[src/rtl/cpu_types_pkg.sv]
// Shared CPU types: register-select width and the hazard-controller state encoding.
package cpu_types_pkg;

  localparam int unsigned RegBits = 5;

  typedef logic [RegBits-1:0] regbits_t;

  typedef enum logic [1:0] {
    RUN,
    DDONE,
    DRAIN,
    HALTED
  } hzstate_t;

  // True in the states where the pipeline may advance.
  function automatic logic is_active(hzstate_t s);
    return (s == RUN) || (s == DDONE);
  endfunction

endpackage

[src/rtl/load_use_detect.sv]
// Load-use hazard compare: the load in ID/EX writes a register the IF/ID instruction reads.
module load_use_detect #(
  parameter int unsigned REG_W = 5
) (
  input  logic             ex_dren_i,
  input  logic [REG_W-1:0] ex_wsel_i,
  input  logic [REG_W-1:0] id_rs_i,
  input  logic [REG_W-1:0] id_rt_i,
  input  logic             id_uses_rt_i,
  output logic             hazard_o
);

  logic rs_match;
  logic rt_match;

  always_comb begin
    rs_match = (ex_wsel_i == id_rs_i);
    rt_match = id_uses_rt_i && (ex_wsel_i == id_rt_i);
    // $0 is hardwired, so a load targeting it never creates a dependency.
    hazard_o = ex_dren_i && (ex_wsel_i != '0) && (rs_match || rt_match);
  end

endmodule

[src/rtl/pipe_hazard_ctrl.sv]
// Pipeline sequencer: latch enables/flushes, data-access sequencing, load-use bubbles,
// MEM-stage redirects, halt drain and a saturating stall counter.
module pipe_hazard_ctrl
  import cpu_types_pkg::*;
#(
  parameter int unsigned REG_W = 5,
  parameter int unsigned CNT_W = 16
) (
  input  logic             CLK,
  input  logic             nRST,
  input  logic             ihit,
  input  logic             dhit,
  input  logic             mem_dREN,
  input  logic             mem_dWEN,
  input  logic             mem_redirect,
  input  logic             mem_halt,
  input  logic             ex_dREN,
  input  logic [REG_W-1:0] ex_wsel,
  input  logic [REG_W-1:0] id_rs,
  input  logic [REG_W-1:0] id_rt,
  input  logic             id_uses_rt,
  output logic             pc_en,
  output logic             pc_redirect,
  output logic             ifid_en,
  output logic             idex_en,
  output logic             exmem_en,
  output logic             memwb_en,
  output logic             ifid_flush,
  output logic             idex_flush,
  output logic             exmem_flush,
  output logic             memwb_flush,
  output logic             dREN,
  output logic             dWEN,
  output logic             halted,
  output logic [CNT_W-1:0] stall_cnt
);

  hzstate_t         state_q, state_d;
  logic [CNT_W-1:0] stall_cnt_q, stall_cnt_d;
  logic             load_use;
  logic             data_ok;
  logic             adv;
  logic             stall_inc;

  load_use_detect #(
    .REG_W (REG_W)
  ) u_load_use_detect (
    .ex_dren_i    (ex_dREN),
    .ex_wsel_i    (ex_wsel),
    .id_rs_i      (id_rs),
    .id_rt_i      (id_rt),
    .id_uses_rt_i (id_uses_rt),
    .hazard_o     (load_use)
  );

  always_comb begin
    data_ok = !(mem_dREN || mem_dWEN) || dhit || (state_q == DDONE);
    adv     = is_active(state_q) && ihit && data_ok;
  end

  always_comb begin
    state_d     = state_q;
    stall_inc   = 1'b0;
    pc_en       = 1'b0;
    pc_redirect = 1'b0;
    ifid_en     = 1'b0;
    idex_en     = 1'b0;
    exmem_en    = 1'b0;
    memwb_en    = 1'b0;
    ifid_flush  = 1'b0;
    idex_flush  = 1'b0;
    exmem_flush = 1'b0;
    memwb_flush = 1'b0;
    halted      = 1'b0;

    case (state_q)
      RUN, DDONE: begin
        if (!adv) begin
          // Freeze the front, bubble WB so a held instruction never writes back twice.
          memwb_flush = 1'b1;
          stall_inc   = 1'b1;
          if ((state_q == RUN) && dhit && !ihit) begin
            state_d = DDONE;
          end
        end else if (mem_halt) begin
          memwb_en    = 1'b1;
          ifid_flush  = 1'b1;
          idex_flush  = 1'b1;
          exmem_flush = 1'b1;
          state_d     = DRAIN;
        end else if (mem_redirect) begin
          pc_en       = 1'b1;
          pc_redirect = 1'b1;
          ifid_en     = 1'b1;
          idex_en     = 1'b1;
          exmem_en    = 1'b1;
          memwb_en    = 1'b1;
          ifid_flush  = 1'b1;
          idex_flush  = 1'b1;
          exmem_flush = 1'b1;
          state_d     = RUN;
        end else begin
          pc_en    = 1'b1;
          ifid_en  = 1'b1;
          idex_en  = 1'b1;
          exmem_en = 1'b1;
          memwb_en = 1'b1;
          if (load_use) begin
            pc_en      = 1'b0;
            ifid_en    = 1'b0;
            idex_flush = 1'b1;
            stall_inc  = 1'b1;
          end
          state_d = RUN;
        end
      end
      DRAIN: begin
        state_d = HALTED;
      end
      HALTED: begin
        halted = 1'b1;
      end
      default: begin
        state_d = RUN;
      end
    endcase

    dREN = mem_dREN && (state_q == RUN);
    dWEN = mem_dWEN && (state_q == RUN);

    // Reset silences every request combinationally, abandoning any access in flight.
    if (!nRST) begin
      pc_en       = 1'b0;
      pc_redirect = 1'b0;
      ifid_en     = 1'b0;
      idex_en     = 1'b0;
      exmem_en    = 1'b0;
      memwb_en    = 1'b0;
      ifid_flush  = 1'b0;
      idex_flush  = 1'b0;
      exmem_flush = 1'b0;
      memwb_flush = 1'b0;
      dREN        = 1'b0;
      dWEN        = 1'b0;
      halted      = 1'b0;
    end
  end

  always_comb begin
    stall_cnt_d = stall_cnt_q;
    if (stall_inc && (stall_cnt_q != '1)) begin
      stall_cnt_d = stall_cnt_q + CNT_W'(1);
    end
  end

  always_ff @(posedge CLK or negedge nRST) begin
    if (!nRST) begin
      state_q     <= RUN;
      stall_cnt_q <= '0;
    end else begin
      state_q     <= state_d;
      stall_cnt_q <= stall_cnt_d;
    end
  end

  assign stall_cnt = stall_cnt_q;

endmodule

[config.mk]
export PLATFORM = sky130hd
export DESIGN_NAME = pipe_hazard_ctrl
export DESIGN_NICKNAME = d
export VERILOG_FILES = /design/src/rtl/cpu_types_pkg.sv /design/src/rtl/load_use_detect.sv /design/src/rtl/pipe_hazard_ctrl.sv
export SDC_FILE = /design/constraint.sdc
export NUM_CORES = 1
export LEC_CHECK = 0
export ABC_AREA = 1
export BUFFER_PORTS_ARGS = -buffer_cell sky130_fd_sc_hd__buf_2
export CORE_AREA = 2 2 49 70
export CTS_CLUSTER_SIZE = 28
export DETAILED_ROUTE_END_ITERATION = 10
export DIE_AREA = 0 0 51 72
export PLACE_DENSITY_LB_ADDON = 0.2
export SETUP_SLACK_MARGIN = 0.3
export SLEW_MARGIN = 20
export SYNTH_ARGS = -nofsm -noshare
export SYNTH_HDL_FRONTEND = slang
export SYNTH_HIERARCHICAL = 1
export SYNTH_SLANG_ARGS = --single-unit
[constraint.sdc]
create_clock -name CLK -period 1.5 [get_ports CLK]
set_input_delay 0.075 -clock CLK [delete_from_list [all_inputs] [get_ports CLK]]
set_output_delay 0.075 -clock CLK [all_outputs]
set_load 0.05 [all_outputs]
==> results_dict.tcl, run 1 <==
set metrics [dict create \
    status "finished, violations left" \
    violations "negative setup slack" \
    grt_max_degree 17 \
    slowest_delay_ns 0.37 \
    ys_ff_latch 18 \
    worst_pin_slew_ns 0.3030 \
    relSlewSlack 0.7973 \
    cellPowerDensity_nw_per_um2 406.6 \
    min_delay_worst_endpoint "state_q[0]" \
    drcViolationCount 0 \
    ys_warn_count 6 \
    ys_seq_area_frac 0.3128 \
    critPathLaunchType "flip-flop" \
    swShare 0.2681 \
    clock_sinks 18 \
    final_common_cell "nand2_1" \
    seq_power_share 0.495 \
    regArea_um2 465.4 \
    critPathMaxFanout 5 \
    post-route-period-util 1.149 \
    grt_pass1_wl_um 7596 \
    pwr-share-comb 0.136 \
    ant_nets 0 \
    routabilityCongestion 0.8768 \
    intPower_uw 717.4 \
    hp-start "dhit" \
    critPathBufInv 3 \
    p_leak_uw 0.001272 \
    synth_nets 262 \
    fmax_ghz 0.5803 \
    max-vdd-ir-drop_mv 0.2930 \
    avgSynthCellArea_um2 6.102 \
    fin_crit_ns 1.723 \
    slew_violations 0 \
    syn_area_um2 1440 \
    clockBufferDepth 2 \
    antenna_found_initial 0 \
    dr_total_vias 1853 \
    gr-usage-met2 0.5180 \
    worstPathRequired_ns 1.42 \
    initial_core_util 0.4748 \
    clk_pin_slew_ns 0.07 \
    drtIter0Drc 57 \
    use_met1 0.2855 \
    final_cell_mix "84 x nand2_1, 40 x buf_2, 24 x inv_1" \
    final_nets 345 \
    multiInputGateArea_um2 1095 \
    area_growth_pct 67.42 \
    core.rowCount 24 \
    grt_overflow 0 \
    wirelength_um 5231 \
    reg2regPathDepth 10 \
    die-area_um2 3672 \
    cp_top_family "buffers and inverters" \
    r2r_start "state_q[0]" \
    finalPower_uw 980.2 \
    grt_usage 0.2682 \
    clockRootBuffer "clkbuf_8" \
    netlist-cell-type-count 23 \
    syn_inst 236 \
    dp_hpwl_um 2732 \
    timing.rr.end "stall_cnt[1]" \
    htree_levels 1 \
    finalSetupViolations 26 \
    grt_util_met3 0.01646 \
    place_ws_ns -0.09599 \
    netSwitchingPower_uw 262.8 \
    grt_pass1_vias 1753 \
    rsz0062_at_grt "true" \
    core-area_um2 3033 \
    fill_cells 216 \
    clockPowerShare 0.369 \
    worstPathCellList "nor2_1 > o21ai_1 > nand2_1 > inv_2 > nand2_8 > buf_12 > nor2_4 > buf_6" \
    critical_path_class "reg2out" \
    dr.pass1.iters 4 \
    antennaDiodeCount 0 \
    endpoint_kind "primary output" \
    io_pins 54 \
    rrSetupSlack_ns -0.18 \
    cts_buffers 3 \
    drive_gt1_frac 0.4732 \
    grt.busiest_layer "met2" \
    die_y_um 72 \
    die_w_um 51 \
    cts_tree "built" \
    drv_cap 0 \
    min_path_type "in2reg" \
    skew_ns 0.002495 \
    drt-wirelength-per-cell_um 14.69 \
    holdPathStages 3 \
    crit_arrival_ns 1.65 \
    clk_latency_ns 0.26 \
    vias_per_cell 5.205 \
    hold_viol 0 \
    io_buffer_count 53 \
    fin_tns_setup_ns -4.128 \
    slowest_stage "dfrtp_1" \
    finalWorstSetupSlack_ns -0.2232 \
]
[worst min-delay path, delay by kind of cell]
family          cells  cell delay (ns)
simple gates        1             0.09
compound gates      1             0.07
buf+inv             1             0.11
[power groups by stage]
| stage | Clock (uW) | Sequential (uW) | Combinational, uW |
|---|---|---|---|
| floorplan | 0 | 494 | 49.7 |
| global placement | 0 | 494 | 117 |
| detailed placement | 0 | 494 | 119 |
| CTS | 351 | 485 | 124 |
| global route | 381 | 484 | 148 |
| finish | 362 | 485 | 134 |
[through the flow]
| stage | area [um2] | util | hold slack, ns | std cells |
|---|---|---|---|---|
| 6_report | 2411 | 0.7950 | 0.1223 | 356 |
| 5_1_grt | 2411 | 0.7950 | 0.1342 | 356 |
| 4_1_cts | 2235 | 0.7368 | 0.09763 | 347 |
| 3_5_place_dp | 1868 | 0.6159 | -0.06531 | 330 |
| 3_3_place_gp | 1868 | 0.6159 | -0.06322 | 330 |
| 2_1_floorplan | 1545 | - | -0.2206 | 236 |
[state kept, by name, summed over array words and instances (netlist names)]
register,cells
stall_cnt,16
state_q,2
[cells by family after synthesis]
group,Yosys count,share of synthesized area
DFF,18,0.3128
and+or+nand+nor,165,0.4883
buffers and inverters,34,0.1069
adders and majority gates,1,0.008687
xor gates and xnor gates,8,0.04866
AOI/OAI and AO/OA,10,0.03475
[how the worst max path moves through the flow]
stage | endpoint | slack (ns) | from | cells past startpoint
6_report | exmem_en | -0.22 | state_q[0] | 8
5_1_grt | exmem_en | -0.25 | state_q[0] | 8
4_1_cts | ifid_en | -0.03 | state_q[0] | 7
3_5_place_dp | stall_cnt[13] | -0.1 | ex_wsel[3] | 14
3_3_place_gp | stall_cnt[1] | -0.05 | ex_wsel[3] | 14
2_1_floorplan | pc_en | -0.07 | state_q[1] | 6
[synthesized netlist by cell type (all sizes together)]
library cell | instances | share of area
xor2 | 3 | 0.018
buf | 5 | 0.031
nand4 | 4 | 0.022
nor3 | 3 | 0.010
nand3b | 2 | 0.010
nor2 | 37 | 0.11
nor3b | 1 | 0.0052
xnor2 | 5 | 0.030
a21oi | 3 | 0.010
nand3 | 10 | 0.043
inv | 29 | 0.076
dfrtp | 18 | 0.31
o21ai | 7 | 0.024
ha | 1 | 0.0087
nand2 | 108 | 0.28
[routing by layer]
layer | wire [um] | share of wire | vias to the layer above
li1 | - | - | 877
met1 | 1821 | 0.35 | 869
met2 | 2952 | 0.56 | 83
met3 | 217 | 0.041 | 24
met4 | 240 | 0.046 | 0
met5 | 0 | 0 | -
[layout make-up]
class	count	share of cell area
well taps	39	0.02024
flip-flops and latches	18	0.1930
repair buffers	82	0.2652
inverters	29	0.05034
multi-input cells	185	0.4541
clock buffers	3	0.01713
[repair_timing]
action / in CTS / in global routing
hold endpoints to repair: 18 / 0
resized for setup: 63 / 25
gates cloned: 2 / 0
buffers inserted: 11 / 9
setup endpoints to repair: 29 / 29
hold buffers: 1 / 0
pin swaps: 16 / 5
Power figures use the tool's default switching activity.
==> inputs of run 2 (changes only) <==
--- a/config.mk
+++ b/config.mk
@@ -7,10 +7,12 @@
 export LEC_CHECK = 0
 export ABC_AREA = 1
 export BUFFER_PORTS_ARGS = -buffer_cell sky130_fd_sc_hd__buf_2
-export CORE_AREA = 2 2 49 70
+export CAP_MARGIN = 20
+export CORE_AREA = 2 2 48 68
+export CTS_BUF_LIST = sky130_fd_sc_hd__clkbuf_2
 export CTS_CLUSTER_SIZE = 28
 export DETAILED_ROUTE_END_ITERATION = 10
-export DIE_AREA = 0 0 51 72
+export DIE_AREA = 0 0 50 70
 export PLACE_DENSITY_LB_ADDON = 0.2
 export SETUP_SLACK_MARGIN = 0.3
 export SLEW_MARGIN = 20
==> results_dict.tcl, run 2 (synthesis gave the netlist of run 1 again) <==
set metrics [dict create \
    core-area_um2 2973 \
    dr.pass1.iters 4 \
    rsz0062_at_grt "true" \
    endpoint_kind "primary output" \
    drv_cap 0 \
    die_y_um 70 \
    clockBufferDepth 2 \
    ant_nets 0 \
    worstPathRequired_ns 1.42 \
    clock_sinks 18 \
    critPathMaxFanout 5 \
    dp_hpwl_um 2747 \
    largest_register_ffs 16 \
    final_cell_mix "76 x nand2_1, 34 x buf_2, 23 x inv_1" \
    cts_buffers 3 \
    crit_arrival_ns 1.67 \
    grt_pass1_vias 1691 \
    cellPowerDensity_nw_per_um2 343.4 \
    initial_core_util 0.4844 \
    antennaDiodeCount 0 \
    skew_ns 0.01557 \
    io_buffer_count 53 \
    core.rowCount 24 \
    finalWorstSetupSlack_ns -0.2444 \
    slew_violations 0 \
    critPathLaunchType "flip-flop" \
    fmax_ghz 0.5733 \
    wirelength_um 5740 \
    die_w_um 50 \
    fin_crit_ns 1.744 \
    fill_cells 181 \
    final_common_cell "nand2_1" \
    finalSetupViolations 28 \
    critical_path_class "reg2out" \
    htree_levels 1 \
    die-area_um2 3500 \
    area_growth_pct 74.46 \
    relSlewSlack 0.7811 \
    grt_overflow 0 \
    fin_tns_setup_ns -2.379 \
    min_path_type "in2reg" \
    p_leak_uw 0.001358 \
    cts_tree "built" \
    clockRootBuffer "clkbuf_2" \
    grt_max_degree 16 \
    drtIter0Drc 78 \
    postLayoutCellArea_um2 2512 \
    max-vdd-ir-drop_mv 0.2645 \
    dr_total_vias 1966 \
    placed_area_um2 1891 \
    io_pins 54 \
    grt_pass1_wl_um 6962 \
    drcViolationCount 0 \
    clk_pin_slew_ns 0.21 \
    post-route-period-util 1.163 \
    hold_viol 0 \
    drt-wirelength-per-cell_um 15.99 \
    vias_per_cell 5.476 \
    status "finished, violations left" \
    violations "negative setup slack" \
    grt_usage 0.2499 \
    antenna_found_initial 0 \
    drive_gt1_frac 0.5188 \
    clk_latency_ns 0.33 \
    worst_pin_slew_ns 0.3272 \
    final_nets 347 \
    routabilityCongestion 0.8167 \
]
## run 2: through the flow
stage               worst slack (ns)    util  power (uW)  hold slack, ns  instances
finish                       -0.2444  0.8451       862.8         0.04713        359
floorplan                   -0.07094       -       544.1         -0.2206        236
CTS                          -0.1056  0.7403       836.4         0.01462        349
detailed placement           -0.1192  0.6359       612.1        -0.05606        333
global placement             -0.1155  0.6359       610.8        -0.05252        333
global route                 -0.2552  0.8451       881.6         0.09128        359
## run 2: what timing repair did
| action | 4_1_cts | 5_1_grt |
|---|---|---|
| resized for setup | 58 | 67 |
| pin swaps | 15 | 19 |
| hold endpoints to repair | 18 | 0 |
| hold buffers | 1 | 0 |
| cloned | 1 | 1 |
| setup buffers | 10 | 9 |
| endpoints found under the setup margin | 31 | 34 |
## run 2: area by class of cell
| type | instances | area [um2] | share of cell area |
|---|---|---|---|
| clock inverters | 1 | 3.754 | 0.001494 |
| clock buffers | 3 | 15.01 | 0.005976 |
| repair buffers | 84 | 706.9 | 0.2814 |
| multi-input cells | 185 | 1146 | 0.4562 |
| inverters | 29 | 126.4 | 0.05030 |
| well taps | 39 | 48.80 | 0.01942 |
| flip-flops and latches | 18 | 465.4 | 0.1853 |
## run 2: layer usage
layer	vias to the layer above	GRT usage	wire length [um]
met2	120	0.5015	3086
met5	-	0	0
li1	886	-	-
met1	917	0.2415	1864
met4	0	0.09259	391
met3	43	0.03632	397
## run 2: path summary, 6_finish.rpt
path | end | start | depth (start not counted) | slack, ns
max | exmem_flush | state_q[1] | 7 | -0.24
max in group asynchronous | stall_cnt[4] | nRST | 3 | 0.66
max reg2reg | stall_cnt[10] | state_q[0] | 10 | -0.04
min | state_q[0] | dhit | 3 | 0.05
min in group asynchronous | state_q[0] | nRST | 2 | 0.29
min reg2reg | stall_cnt[8] | stall_cnt[8] | 2 | 0.58
## run 2: where the power goes
group          switching [uW]  total (uW)  leakage, uW  internal (uW)
Combinational            85.7         140      0.00112           54.3
Clock                     179         237    0.0000140           57.9
Sequential                  0         486     0.000221            486
Total                     265         863      0.00136            598
## run 2: critical path, cell delays in order, from the launching register on
cell and delay, ns:
dfrtp_1 0.47, nor2_2 0.16, nand2_2 0.09, inv_4 0.09, nand2_8 0.08, buf_6 0.13, nor2_4 0.14, buf_6 0.18
==> inputs of run 3 (changes only) <==
--- a/config.mk
+++ b/config.mk
@@ -8,11 +8,12 @@
 export ABC_AREA = 1
 export BUFFER_PORTS_ARGS = -buffer_cell sky130_fd_sc_hd__buf_2
 export CAP_MARGIN = 20
-export CORE_AREA = 2 2 48 68
+export CORE_AREA = 2 2 54 61
 export CTS_BUF_LIST = sky130_fd_sc_hd__clkbuf_2
 export CTS_CLUSTER_SIZE = 28
 export DETAILED_ROUTE_END_ITERATION = 10
-export DIE_AREA = 0 0 50 70
+export DIE_AREA = 0 0 56 63
+export HOLD_SLACK_MARGIN = 0.08
 export PLACE_DENSITY_LB_ADDON = 0.2
 export SETUP_SLACK_MARGIN = 0.3
 export SLEW_MARGIN = 20
==> results_dict.tcl, run 3 (synthesis gave the netlist of run 1 again) <==
set metrics [dict create \
    grt_pass1_wl_um 7100 \
    finalSetupViolations 26 \
    hp-start "ihit" \
    core.rowCount 21 \
    finalWorstSetupSlack_ns -0.2128 \
    timing.rr.end "stall_cnt[10]" \
    clock_sinks 18 \
    max-vdd-ir-drop_mv 0.3861 \
    die_y_um 63 \
    grt_max_degree 19 \
    postLayoutCellArea_um2 2379 \
    final_cell_mix "84 x nand2_1, 36 x buf_2, 24 x inv_1" \
    vias_per_cell 5.066 \
    min_path_type "in2reg" \
    critical_path_class "reg2out" \
    largest_register_ffs 16 \
    clockBufferDepth 2 \
    post-route-period-util 1.142 \
    place_ws_ns -0.08421 \
    htree_levels 1 \
    antenna_found_initial 0 \
    worst_pin_slew_ns 0.8345 \
    final_nets 341 \
    drtIter0Drc 97 \
    r2r_start "state_q[0]" \
    status "finished, violations left" \
    die_w_um 56 \
    dr.pass1.iters 7 \
    grt_usage 0.2499 \
    core-area_um2 2943 \
    dr_total_vias 1758 \
    worstPathRequired_ns 1.42 \
    routabilityCongestion 0.8608 \
    crit_arrival_ns 1.64 \
    critPathMaxFanout 6 \
    reg2regPathDepth 11 \
    clk_latency_ns 0.31 \
    dp_hpwl_um 2460 \
    antennaDiodeCount 0 \
    wirelength_um 4775 \
    die-area_um2 3528 \
    endpoint_kind "primary output" \
    min_delay_worst_endpoint "state_q[0]" \
    timing.hold.ws_ns 0.1538 \
    skew_ns 0.01381 \
    placed_area_um2 1854 \
    ant_nets 0 \
    area_growth_pct 65.16 \
    io_buffer_count 53 \
    cts_tree "built" \
    rrSetupSlack_ns -0.13 \
    cts_buffers 3 \
    hold_viol 0 \
    slew_violations 0 \
    rsz0062_at_grt "true" \
    fin_crit_ns 1.713 \
    p_leak_uw 0.001206 \
    relSlewSlack 0.4437 \
    io_pins 54 \
    critPathLaunchType "flip-flop" \
    fmax_ghz 0.5838 \
    final_common_cell "nand2_1" \
    initial_core_util 0.4894 \
    clockRootBuffer "clkbuf_2" \
    cellPowerDensity_nw_per_um2 344.4 \
    drive_gt1_frac 0.4728 \
    violations "negative setup slack" \
    drcViolationCount 0 \
    drv_cap 0 \
    grt_pass1_vias 1628 \
    grt_overflow 0 \
    drt-wirelength-per-cell_um 13.76 \
    finalPower_uw 819.1 \
    clk_pin_slew_ns 0.17 \
    holdPathStages 4 \
]
==> run 3: final cells by class <==
type                    instances  area [um2]
multi-input cells             185        1112
repair buffers                 78       625.6
fillers                       198       564.3
flip-flops and latches         18       466.7
inverters                      29       116.4
well taps                      34       42.54
clock buffers                   3       15.01
==> run 3: routing by layer <==
layer,vias to the layer above,GRT usage,part of all wire
met1,791,0.3048,0.39
met2,82,0.4412,0.51
met5,-,0,0
met3,14,0.04348,0.067
met4,0,0.08036,0.026
li1,871,-,-
==> run 3: worst max-delay path, stage by stage (launching register included) <==
cell and delay, ns:
dfrtp_1 0.43, nor2_2 0.13, nand2_1 0.12, inv_2 0.13, nand2_8 0.09, nor3_4 0.23
buf_6 0.19
==> run 3: what timing repair did <==
| item | CTS | global route |
|---|---|---|
| resized for setup | 64 | 35 |
| hold endpoints to repair | 19 | 0 |
| pin swaps | 33 | 24 |
| endpoints found under the setup margin | 29 | 51 |
| hold buffers | 2 | 0 |
| cloned | 2 | 0 |
| setup buffers | 12 | 4 |
==> run 3: how the worst max path moves through the flow <==
stage	start	endpoint
CTS	state_q[0]	ifid_en
global route	state_q[1]	ifid_en
floorplan	state_q[1]	pc_en
finish	state_q[1]	ifid_en
detailed placement	ex_wsel[2]	stall_cnt[0]
global placement	ex_wsel[2]	stall_cnt[15]
==> run 3: through the flow <==
step                      cells  utilization  TNS, ns
after floorplan             236            -  -0.7341
after global placement      324       0.6301  -0.6253
after detailed placement    324       0.6301  -0.9305
after CTS                   343       0.7568  -0.3010
after global routing        347       0.8082   -4.101
final                       347       0.8082   -2.750
==> run 3: power breakdown <==
group / total (uW) / switching (uW) / internal (uW)
clock: 203 / 148 / 54.5
combinational: 131 / 76.4 / 54.8
sequential: 485 / 0 / 485
